===== src/rtl/video_timing_gen.sv =====
// Free-running raster timing generator: pixel/line counters plus registered
// sync, blank, data-enable, frame-start and active-pixel coordinate outputs.
module video_timing_gen #(
   parameter int H_ACTIVE = 1920,
   parameter int H_FP     = 88,
   parameter int H_SYNC   = 44,
   parameter int H_BP     = 148,
   parameter int V_ACTIVE = 1080,
   parameter int V_FP     = 4,
   parameter int V_SYNC   = 5,
   parameter int V_BP     = 36,
   parameter bit HS_POL   = 1'b1,
   parameter bit VS_POL   = 1'b1,
   parameter int CW       = 12
) (
   input  logic          video_clk,
   input  logic          video_rst,
   input  logic          timing_en,
   output logic          video_hsync_o,
   output logic          video_vsync_o,
   output logic          video_hblank_o,
   output logic          video_vblank_o,
   output logic          video_de_o,
   output logic          frame_start_o,
   output logic [CW-1:0] pix_x,
   output logic [CW-1:0] pix_y
);

   localparam int H_TOTAL = H_ACTIVE + H_FP + H_SYNC + H_BP;
   localparam int V_TOTAL = V_ACTIVE + V_FP + V_SYNC + V_BP;

   // Every boundary is below the total, so all of them fit in CW bits.
   localparam logic [CW-1:0] H_SYNC_START = CW'(H_ACTIVE + H_FP);
   localparam logic [CW-1:0] H_SYNC_END   = CW'(H_ACTIVE + H_FP + H_SYNC);
   localparam logic [CW-1:0] H_ACT_END    = CW'(H_ACTIVE);
   localparam logic [CW-1:0] H_LAST       = CW'(H_TOTAL - 1);
   localparam logic [CW-1:0] V_SYNC_START = CW'(V_ACTIVE + V_FP);
   localparam logic [CW-1:0] V_SYNC_END   = CW'(V_ACTIVE + V_FP + V_SYNC);
   localparam logic [CW-1:0] V_ACT_END    = CW'(V_ACTIVE);
   localparam logic [CW-1:0] V_LAST       = CW'(V_TOTAL - 1);
   localparam logic [CW-1:0] ONE          = CW'(1);

   logic [CW-1:0] r_hCnt;
   logic [CW-1:0] r_vCnt;
   logic          r_hsync;
   logic          r_vsync;
   logic          r_hblank;
   logic          r_vblank;
   logic          r_de;
   logic          r_frameStart;
   logic [CW-1:0] r_pixX;
   logic [CW-1:0] r_pixY;

   logic w_idle;
   logic w_hBlank;
   logic w_vBlank;
   logic w_hSyncOn;
   logic w_vSyncOn;
   logic w_de;
   logic w_origin;

   assign w_idle    = video_rst || !timing_en;
   assign w_hBlank  = r_hCnt >= H_ACT_END;
   assign w_vBlank  = r_vCnt >= V_ACT_END;
   assign w_hSyncOn = (r_hCnt >= H_SYNC_START) && (r_hCnt < H_SYNC_END);
   assign w_vSyncOn = (r_vCnt >= V_SYNC_START) && (r_vCnt < V_SYNC_END);
   assign w_de      = !w_hBlank && !w_vBlank;
   assign w_origin  = (r_hCnt == '0) && (r_vCnt == '0);

   // Both counters wrap on the same edge at the end of the last line.
   always_ff @(posedge video_clk) begin
      if (w_idle) begin
         r_hCnt <= '0;
         r_vCnt <= '0;
      end else if (r_hCnt == H_LAST) begin
         r_hCnt <= '0;
         r_vCnt <= (r_vCnt == V_LAST) ? '0 : r_vCnt + ONE;
      end else begin
         r_hCnt <= r_hCnt + ONE;
      end
   end

   // Outputs decode the counter value present before this edge, so pins lag counters by one cycle.
   always_ff @(posedge video_clk) begin
      if (w_idle) begin
         r_hsync      <= ~HS_POL;
         r_vsync      <= ~VS_POL;
         r_hblank     <= 1'b1;
         r_vblank     <= 1'b1;
         r_de         <= 1'b0;
         r_frameStart <= 1'b0;
         r_pixX       <= '0;
         r_pixY       <= '0;
      end else begin
         r_hsync      <= w_hSyncOn ^ ~HS_POL;
         r_vsync      <= w_vSyncOn ^ ~VS_POL;
         r_hblank     <= w_hBlank;
         r_vblank     <= w_vBlank;
         r_de         <= w_de;
         r_frameStart <= w_origin;
         if (w_de) begin
            r_pixX <= r_hCnt;
            r_pixY <= r_vCnt;
         end
      end
   end

   assign video_hsync_o  = r_hsync;
   assign video_vsync_o  = r_vsync;
   assign video_hblank_o = r_hblank;
   assign video_vblank_o = r_vblank;
   assign video_de_o     = r_de;
   assign frame_start_o  = r_frameStart;
   assign pix_x          = r_pixX;
   assign pix_y          = r_pixY;

endmodule


===== config.mk =====
export PLATFORM = sky130hd
export DESIGN_NAME = video_timing_gen
export DESIGN_NICKNAME = d
export VERILOG_FILES = /design/src/rtl/video_timing_gen.sv
export SDC_FILE = /design/constraint.sdc
export NUM_CORES = 1
export LEC_CHECK = 0
export ABC_AREA = 1
export BUFFER_PORTS_ARGS = -buffer_cell sky130_fd_sc_hd__buf_4
export CAP_MARGIN = 10
export CORE_ASPECT_RATIO = 0.75
export CORE_MARGIN = 5
export CORE_UTILIZATION = 50
export CTS_CLUSTER_SIZE = 10
export DETAILED_ROUTE_END_ITERATION = 6
export PLACE_DENSITY = 0.73
export REMOVE_ABC_BUFFERS = 1
export SLEW_MARGIN = 20
export SYNTH_ARGS = -nofsm -noshare
export SYNTH_HDL_FRONTEND = slang
export SYNTH_SLANG_ARGS = --single-unit

===== constraint.sdc =====
create_clock -name video_clk -period 1.6 [get_ports video_clk]
set_clock_uncertainty 0.05 [all_clocks]
set_input_delay 0.16 -clock video_clk [delete_from_list [all_inputs] [get_ports video_clk]]
set_output_delay 0.16 -clock video_clk [all_outputs]
set_load 0.1 [all_outputs]

# Word-level counts from Yosys, hierarchy flattened
# Cells that the tools add are included.
word_totals:
  regBits: 54
  input_bits: 3
  out_inout_bits: 30
  wordCells: 32
op_classes:
  addsub: 2
  order_cmp: 6
  n_eq_ne: 2
  n_mux: 1
  n_reduce_logical: 11
ops:
  columns: ["operator", "count"]
  rows:
  - ["12-bit by 11-bit >= comparator with 1-bit output, second input constant", 4]
  - ["12-bit by 1-bit adder with 12-bit output, second input constant", 2]
  - ["12-bit logical NOT", 2]
  - ["12-bit by 11-bit == test with 1-bit output, second input constant", 1]
  - ["12-bit == test, second input constant", 1]
  - ["12-bit by 11-bit less-than comparator with 1-bit output, second input constant", 1]
  - ["12-bit less-than comparator, second input constant", 1]
  - ["12-bit 2-to-1 mux", 1]
  - ["1-bit logical AND", 4]
  - ["1-bit logical NOT", 3]
  - ["2-bit OR reduction", 1]
  - ["1-bit logical OR", 1]

# Logic depth before layout (Yosys ltp)
# Gate-level depths: netlist of run 1.
depth:
  depth_word: 3
  depth_mapped: 10
  mapped_depth_nobuf: 9

# Worst setup path after synthesis of run 1
# OpenSTA, ideal clock, no wires.
synth_path:
  path_type: "reg-to-reg"
  startpoint: "register r_hCnt[0]"
  endpoint: "register r_vCnt[0]"
  setup_time_ps: 114
  arrival_time_ps: 1221
  required_ps: 1436
  slack_ps: 215
  stages_incl_launch_ff: 9
  path_buffers: 0
  synth_period_minus_slack_ps: 1385
  cell_sequence: "dfxtp_1 ha_1 inv_1 nor2_1 nand3_1 nand2_1 nand2_1 inv_1 nor2_1"
synth_via:
  elab_chain_cells: 1
synth_lines:
  columns: ["element", "line_no", "rtl"]
  rows:
  - ["start: declaration", "43", "logic [CW-1:0] r_hCnt;"]
  - ["start signal: assignment", "79", "r_hCnt <= r_hCnt + ONE;"]
  - ["12-bit == test", "75", "end else if (r_hCnt == H_LAST) begin"]
  - ["end signal: assignment", "77", "r_vCnt <= (r_vCnt == V_LAST) ? '0 : r_vCnt + ONE;"]
  - ["end: declaration", "44", "logic [CW-1:0] r_vCnt;"]
# No other way between the ends.
# A chain may end at the register's enable or synchronous reset.

# Final worst setup path of run 1
layout_path:
  startpoint: "register r_vCnt[4]"
  endpoint: "register r_pixY[9], in the netlist pix_y[9]"
layout_via:
  elab_chain_cells: 3
layout_lines:
  columns: ["element", "line_no", "rtl"]
  rows:
  - ["12-bit by 11-bit >= comparator with 1-bit output", "64", "assign w_vBlank = r_vCnt >= V_ACT_END;"]
  - ["1-bit logical NOT", "67", "assign w_de = !w_hBlank && !w_vBlank;"]
  - ["1-bit logical AND", "67", null]
  - ["end signal: assignment", "103", "r_pixY <= r_vCnt;"]
  - ["end: declaration", "52", "logic [CW-1:0] r_pixY;"]
# No other way between the ends.

==> results of run 1 <==
-- Yosys cell counts, types with 2 or more instances --
master / n
nand2_1: 102
inv_1: 82
nor2_1: 69
dfxtp_1: 54
nand4_1: 34
nand3_1: 24
a21oi_1: 14
buf_2: 6
nor3_1: 6
ha_1: 5
o21ai_0: 5
buf_4: 4
xor2_1: 4
buf_6: 3
clkbuf_1: 2
inv_2: 2
or2_2: 2
-- cell families (layout without fill, tap and decap cells) --
logic type                 count (synthesis)  after routing  synth area share
and+or+nand+nor                          242            244            0.3802
DFF                                       54             54            0.3864
xor gates and xnor gates                   4              4           0.01252
buffers and inverters                    100            147            0.1503
AOI/OAI and AO/OA                         23             23           0.04830
adders and majority gates                  5              5           0.02236
-- final cells by class --
| cell class | count | area share |
|---|---|---|
| flip-flops and latches | 54 | 0.3173 |
| clock inverters | 2 | 0.01101 |
| inverters | 85 | 0.09354 |
| well taps | 75 | 0.02751 |
| repair buffers | 54 | 0.1225 |
| multi-input cells | 276 | 0.4068 |
| clock buffers | 6 | 0.02128 |
-- layout by cell type, fill, tap and decap left out, types with 2 or more instances in the layout --
cell / netlist / routed
nand2_1: 102 / 100
inv_1: 82 / 81
nor2_1: 69 / 63
dfxtp_1: 54 / 53
buf_4: 4 / 53
nand4_1: 34 / 34
nand3_1: 24 / 23
a21oi_1: 14 / 14
nor2_4: 0 / 5
nor3_1: 6 / 5
o21ai_0: 5 / 5
clkbuf_8: 0 / 5
xor2_1: 4 / 4
ha_1: 5 / 4
inv_2: 2 / 3
nand2_2: 1 / 3
or2_2: 2 / 2
nand3_2: 0 / 2
nor2_2: 1 / 2
nand3_4: 1 / 2
-- final timing paths --
path                               start  cells after the start  slack (ns)                      to
hold reg to reg   pix_x[11]$_SDFFE_PP0P_                      2        0.41  pix_x[11]$_SDFFE_PP0P_
setup reg to reg  r_vCnt[4]$_SDFFE_PP0N_                      7         0.1   pix_y[9]$_SDFFE_PP0P_
hold / removal                 video_rst                      4        0.20  r_vCnt[8]$_SDFFE_PP0N_
setup / recovery  r_vCnt[4]$_SDFFE_PP0N_                      7         0.1   pix_y[9]$_SDFFE_PP0P_
-- worst register-to-register path, cell delays in order (launching register included) --
cell and delay, ns:
dfxtp_1 0.35, nand2_1 0.16, nor2_2 0.09, o21ai_4 0.29, nand3_2 0.25, nand2_1 0.13, inv_2 0.03, nor2_1 0.10
-- stage by stage --
stage | std cells | utilization | total power, W | cell area [um^2] | hold slack [ns]
after floorplan | 413 | - | 0.001470 | 2696 | 0.3544
after global placement | 542 | 0.5961 | 0.001506 | 3208 | 0.3795
after detailed placement | 542 | 0.5961 | 0.001508 | 3208 | 0.3998
after CTS | 550 | 0.6175 | 0.002412 | 3323 | 0.2051
after global routing | 552 | 0.6338 | 0.002476 | 3411 | 0.2186
final | 552 | 0.6338 | 0.002387 | 3411 | 0.2027
-- what timing repair did --
| action | in CTS | in global routing |
|---|---|---|
| gates resized for setup | 2 | 18 |
| endpoints found under the setup margin | 4 | 37 |
| gates cloned | 0 | 2 |
| pin swaps | 0 | 1 |
-- state kept, by name, indices dropped and copies added, names as in the netlist --
name	cells
frame_start_o	1
pix_x	12
pix_y	12
r_hCnt	12
r_vCnt	12
video_de_o	1
video_hblank_o	1
video_hsync_o	1
video_vblank_o	1
video_vsync_o	1
-- power groups by stage --
stage / registers [W] / clock network, W / logic (W)
CTS: 0.00136 / 0.000934 / 0.000121
global route: 0.00136 / 0.000988 / 0.000130
detailed placement: 0.00139 / 0 / 0.000121
global placement: 0.00139 / 0 / 0.000120
floorplan: 0.00143 / 0 / 0.0000358
finish: 0.00136 / 0.000909 / 0.000122
-- per-layer routing --
| metal | GRT usage | share of wire |
|---|---|---|
| met4 | 0.05910 | 0.0098 |
| met5 | 0 | 0 |
| met2 | 0.3091 | 0.44 |
| met3 | 0.03397 | 0.089 |
| met1 | 0.2862 | 0.46 |
==> metrics.yaml, run 1 <==
status: "complete, no violations"
hold_violations: 0
comb_power_share: 0.051
drc_errors: 0
seq_area_mm2: 0.001082
cts_buffers: 5
fin_ws_ns: 0.09831
insertion_delay_ns: 0.31
p_leak_nw: 1.713
post-route-min-period_ns: 1.502
drv_slew: 0
pre_cts_ws_ns: -0.02334
fill_cells: 510
netlist_area_mm2: 0.002798
antenna_found_initial: 0
power.density_mw_per_mm2: 699.7
cpMaxStageDelayCell: "dfxtp_1"
synth_cell_types: 27
cap_violations: 0
crit_chain: "nand2_1 -> nor2_2 -> o21ai_4 -> nand3_2 -> nand2_1 -> inv_2 -> nor2_1"
slowest_delay_ns: 0.35
vdd_drop_max_mv: 0.5844
vias: 2803
start_util: 0.5199
core-area_mm2: 0.005381
tns_ns: 0
crit_type: "reg2reg"
rows: 23
nNetsFinal: 484
worstPathRequired_ns: 1.80
worstSetupEndpointType: "register"
yosysSeqAreaShare: 0.3864
seqPwrFrac: 0.568
diodes: 0
root_buffer: "clkbuf_8"
clkTransAtPathRegs_ns: 0.10
hp-class: "in2reg"
yosys_warnings: 0
h-tree-depth: 2
synthCells: 428
cts_sinks: 54
crit_top_cell: "nand2_1"
place_hpwl_um: 5197
synth_top_area_cell: "dfxtp_1"
ys_async_sr_fraction: 0
gp_congestion: 0.9576
grt_pass1_wl_um: 11210
grt_pass1_vias: 2466
slew_headroom: 0.7672
grt.total_usage: 0.1994
die-area_mm2: 0.007207
synth.avg_cell_area_um2: 6.537
die_w_um: 96.38
crit_family: "simple AND/OR/NAND/NOR gates"
drive_gt1_frac: 0.1782
synth.top_cell.area_share: 0.3864
max_freq_mhz: 665.9
worst_setup_path_start_kind: "register"
die_h_um: 74.78
multiInputGateArea_mm2: 0.001388
ys_ff_latch: 54
worst-path-buf-inv: 1
synthTopCellsByArea: "dfxtp_1 39%, nand2_1 14%, inv_1 11%, nor2_1 9.3%, nand4_1 7.6%"
grt.overflow.total: 0
setup_violations: 0
p_int_w: 0.001850
vias_per_cell: 5.078
cts.path.max_buffers: 2
cts_hold_buf: 0
post_drt_wl_per_cell_um: 12.93
io_buffers: 32
post_cts_buffers: 0
power_switching_w: 0.0005363
ys.flop_type: "dfxtp_1"
cts_tree: "done"
antenna_left: 0
io_pins: 33
synth-edff-count: 0
drt_wl_total_um: 7137
syn_to_final_growth_pct: 21.91
grt_start_max_net_pins: 28
cp_max_fo: 6
fin_crit_sh: 0.9386
worst_pin_slew_ns: 0.3471
drtIter0Drc: 243
clockPowerShare: 0.381
swShare: 0.2247
detail_route.first_pass.iterations: 5
cp.arrival_ns: 1.71
No activity file was read; power rests on OpenSTA's default activity.
==> inputs of run 2 (changes only) <==
==> constraint.sdc (replaced) <==
create_clock -name video_clk -period 1.5 [get_ports video_clk]
set_clock_uncertainty 0.05 [all_clocks]
set_input_delay 0.15 -clock video_clk [delete_from_list [all_inputs] [get_ports video_clk]]
set_output_delay 0.15 -clock video_clk [all_outputs]
set_load 0.1 [all_outputs]
==> metrics.yaml, run 2 (synthesized netlist as in run 1, its figures left out) <==
status: "complete, no violations"  # unchanged
mostFrequentLayoutCells: "96 x nand2_1, 79 x inv_1, 71 x buf_4"  # was 100 x nand2_1, 81 x inv_1, 63 x nor2_1
grt.total_usage: 0.2169  # was 0.1994
diodes: 0  # unchanged
root_buffer: "clkbuf_8"  # unchanged
start_util: 0.5199  # unchanged
p_int_w: 0.001858  # was 0.001850 W
drtIter0Drc: 221  # was 243
die-area_mm2: 0.007207  # unchanged
nNetsFinal: 506  # was 484
die_w_um: 96.38  # unchanged
detail_route.first_pass.iterations: 5  # unchanged
power_switching_w: 0.0006189  # was 0.0005363 W
layout_commonest_cell: "nand2_1"  # unchanged
vias_per_cell: 5.085  # was 5.078
gp_congestion: 0.9592  # was 0.9576
hp-class: "in2reg"  # unchanged
seq_area_mm2: 0.001096  # was 0.001082 mm^2
max_freq_mhz: 695.6  # was 665.9 MHz
clockPowerShare: 0.362  # was 0.381
totalPowerFinal_w: 0.002477  # was 0.002387 W
cts_hold_buf: 0  # unchanged
setup_violations: 0  # unchanged
slew_headroom: 0.7832  # was 0.7672
power.density_mw_per_mm2: 678.8  # was 699.7 mW/mm^2
hold_slack_ns: 0.1905  # was 0.2027 ns
h-tree-depth: 2  # unchanged
post-route-min-period_ns: 1.438  # was 1.502 ns
crit_type: "reg2reg"  # unchanged
vias: 2919  # was 2803
insertion_delay_ns: 0.32  # was 0.31 ns
pre_cts_ws_ns: -0.07689  # was -0.02334 ns
io_buffers: 32  # unchanged
worst_pin_slew_ns: 0.3248  # was 0.3471 ns
drc_errors: 0  # unchanged
worstSetupEndpointType: "register"  # unchanged
crit_chain: "nor2_2 -> nand2_2 -> o21ai_4 -> buf_12 -> nand3_4 -> nand2_2 -> inv_1 -> nor2_1"  # was nand2_1 -> nor2_2 -> o21ai_4 -> nand3_2 -> nand2_1 -> inv_2 -> nor2_1
syn_to_final_growth_pct: 30.41  # was 21.91%
crit_top_cell: "nand2_2"  # was nand2_1
drv_slew: 0  # unchanged
place_hpwl_um: 5352  # was 5197 um
post_drt_wl_per_cell_um: 13.14  # was 12.93 um
drt_wl_total_um: 7543  # was 7137 um
swShare: 0.2499  # was 0.2247
dp.cells: 555  # was 542
grt.overflow.total: 0  # unchanged
cp.arrival_ns: 1.65  # was 1.71 ns
hold_violations: 0  # unchanged
worst_setup_path_start_kind: "register"  # unchanged
comb_power_share: 0.055  # was 0.051
fin_ws_ns: 0.06243  # was 0.09831 ns
slowest_delay_ns: 0.33  # was 0.35 ns
tns_ns: 0  # unchanged
worstPathRequired_ns: 1.71  # was 1.80 ns
cts_sinks: 54  # unchanged
p_leak_nw: 1.858  # was 1.713 nW
multiInputGateArea_mm2: 0.001433  # was 0.001388 mm^2
die_h_um: 74.78  # unchanged
cts_tree: "done"  # unchanged
layout.cells.non_filler: 574  # was 552
grt_pass1_vias: 2647  # was 2466
drive_gt1_frac: 0.2505  # was 0.1782
clkTransAtPathRegs_ns: 0.11  # was 0.10 ns
fin_crit_sh: 0.9584  # was 0.9386
cp_max_fo: 7  # was 6
cpMaxStageDelayCell: "dfxtp_2"  # was dfxtp_1
cts_buffers: 5  # unchanged
core-area_mm2: 0.005381  # unchanged
rows: 23  # unchanged
grt_start_max_net_pins: 22  # was 28
cts.path.max_buffers: 2  # unchanged
fill_cells: 478  # was 510
antenna_found_initial: 0  # unchanged
vdd_drop_max_mv: 0.3154  # was 0.5844 mV
cap_violations: 0  # unchanged
grt_pass1_wl_um: 12100  # was 11210 um
antenna_left: 0  # unchanged
seqPwrFrac: 0.584  # was 0.568
io_pins: 33  # unchanged
==> run 2: path summary, 6_finish.rpt <==
kind,from,cells after the start,end,slack [ns]
setup / recovery,r_vCnt[7]$_SDFFE_PP0N_,8,pix_x[10]$_SDFFE_PP0P_,0.06
hold / removal,video_rst,4,r_vCnt[9]$_SDFFE_PP0N_,0.19
setup reg to reg,r_vCnt[7]$_SDFFE_PP0N_,8,pix_x[10]$_SDFFE_PP0P_,0.06
hold reg to reg,r_hCnt[0]$_SDFF_PP0_,1,r_hCnt[0]$_SDFF_PP0_,0.41
==> run 2: repair_timing <==
| action | CTS | global route |
|---|---|---|
| gates cloned | 2 | 1 |
| endpoints found under the hold margin | 0 | 0 |
| gates resized for setup | 4 | 38 |
| setup endpoints to repair | 25 | 49 |
| pin swaps | 2 | 6 |
| buffers inserted | 1 | 7 |
==> run 2: power by group through the flow <==
stage | Combinational, W | Sequential, W | Clock [W]
final | 0.000135 | 0.00145 | 0.000896
after global routing | 0.000145 | 0.00145 | 0.000966
after CTS | 0.000131 | 0.00145 | 0.000912
after detailed placement | 0.000130 | 0.00148 | 0
after global placement | 0.000130 | 0.00148 | 0
after floorplan | 0.0000382 | 0.00153 | 0
==> run 2: cell type report <==
type / count / area share
Inverter: 85 / 0.08848
Tap cell: 75 / 0.02572
Multi-Input combinational cell: 277 / 0.3927
Clock buffer: 6 / 0.02263
Sequential cell: 54 / 0.3004
Clock inverter: 2 / 0.004458
Timing Repair Buffer: 75 / 0.1656
==> run 2: metal layers <==
layer | up-vias | wire (um) | GRT usage
met3 | 14 | 595 | 0.04196
li1 | 1471 | - | -
met1 | 1332 | 3574 | 0.3104
met4 | 0 | 165 | 0.09020
met2 | 102 | 3208 | 0.3206
met5 | - | 0 | 0
==> run 2: worst max-delay path, delay by kind of cell, from the launching register on <==
family                 cells  cell delay (ns)
AOI/OAI and AO/OA          1             0.17
and+or+nand+nor            5             0.63
buffers and inverters      2             0.20
DFF                        1             0.33
==> run 2: through the flow <==
step / utilization / instance area, um^2
2_1_floorplan: - / 2696
3_3_place_gp: 0.6166 / 3318
3_5_place_dp: 0.6166 / 3318
4_1_cts: 0.6457 / 3475
5_1_grt: 0.6780 / 3649
6_report: 0.6780 / 3649
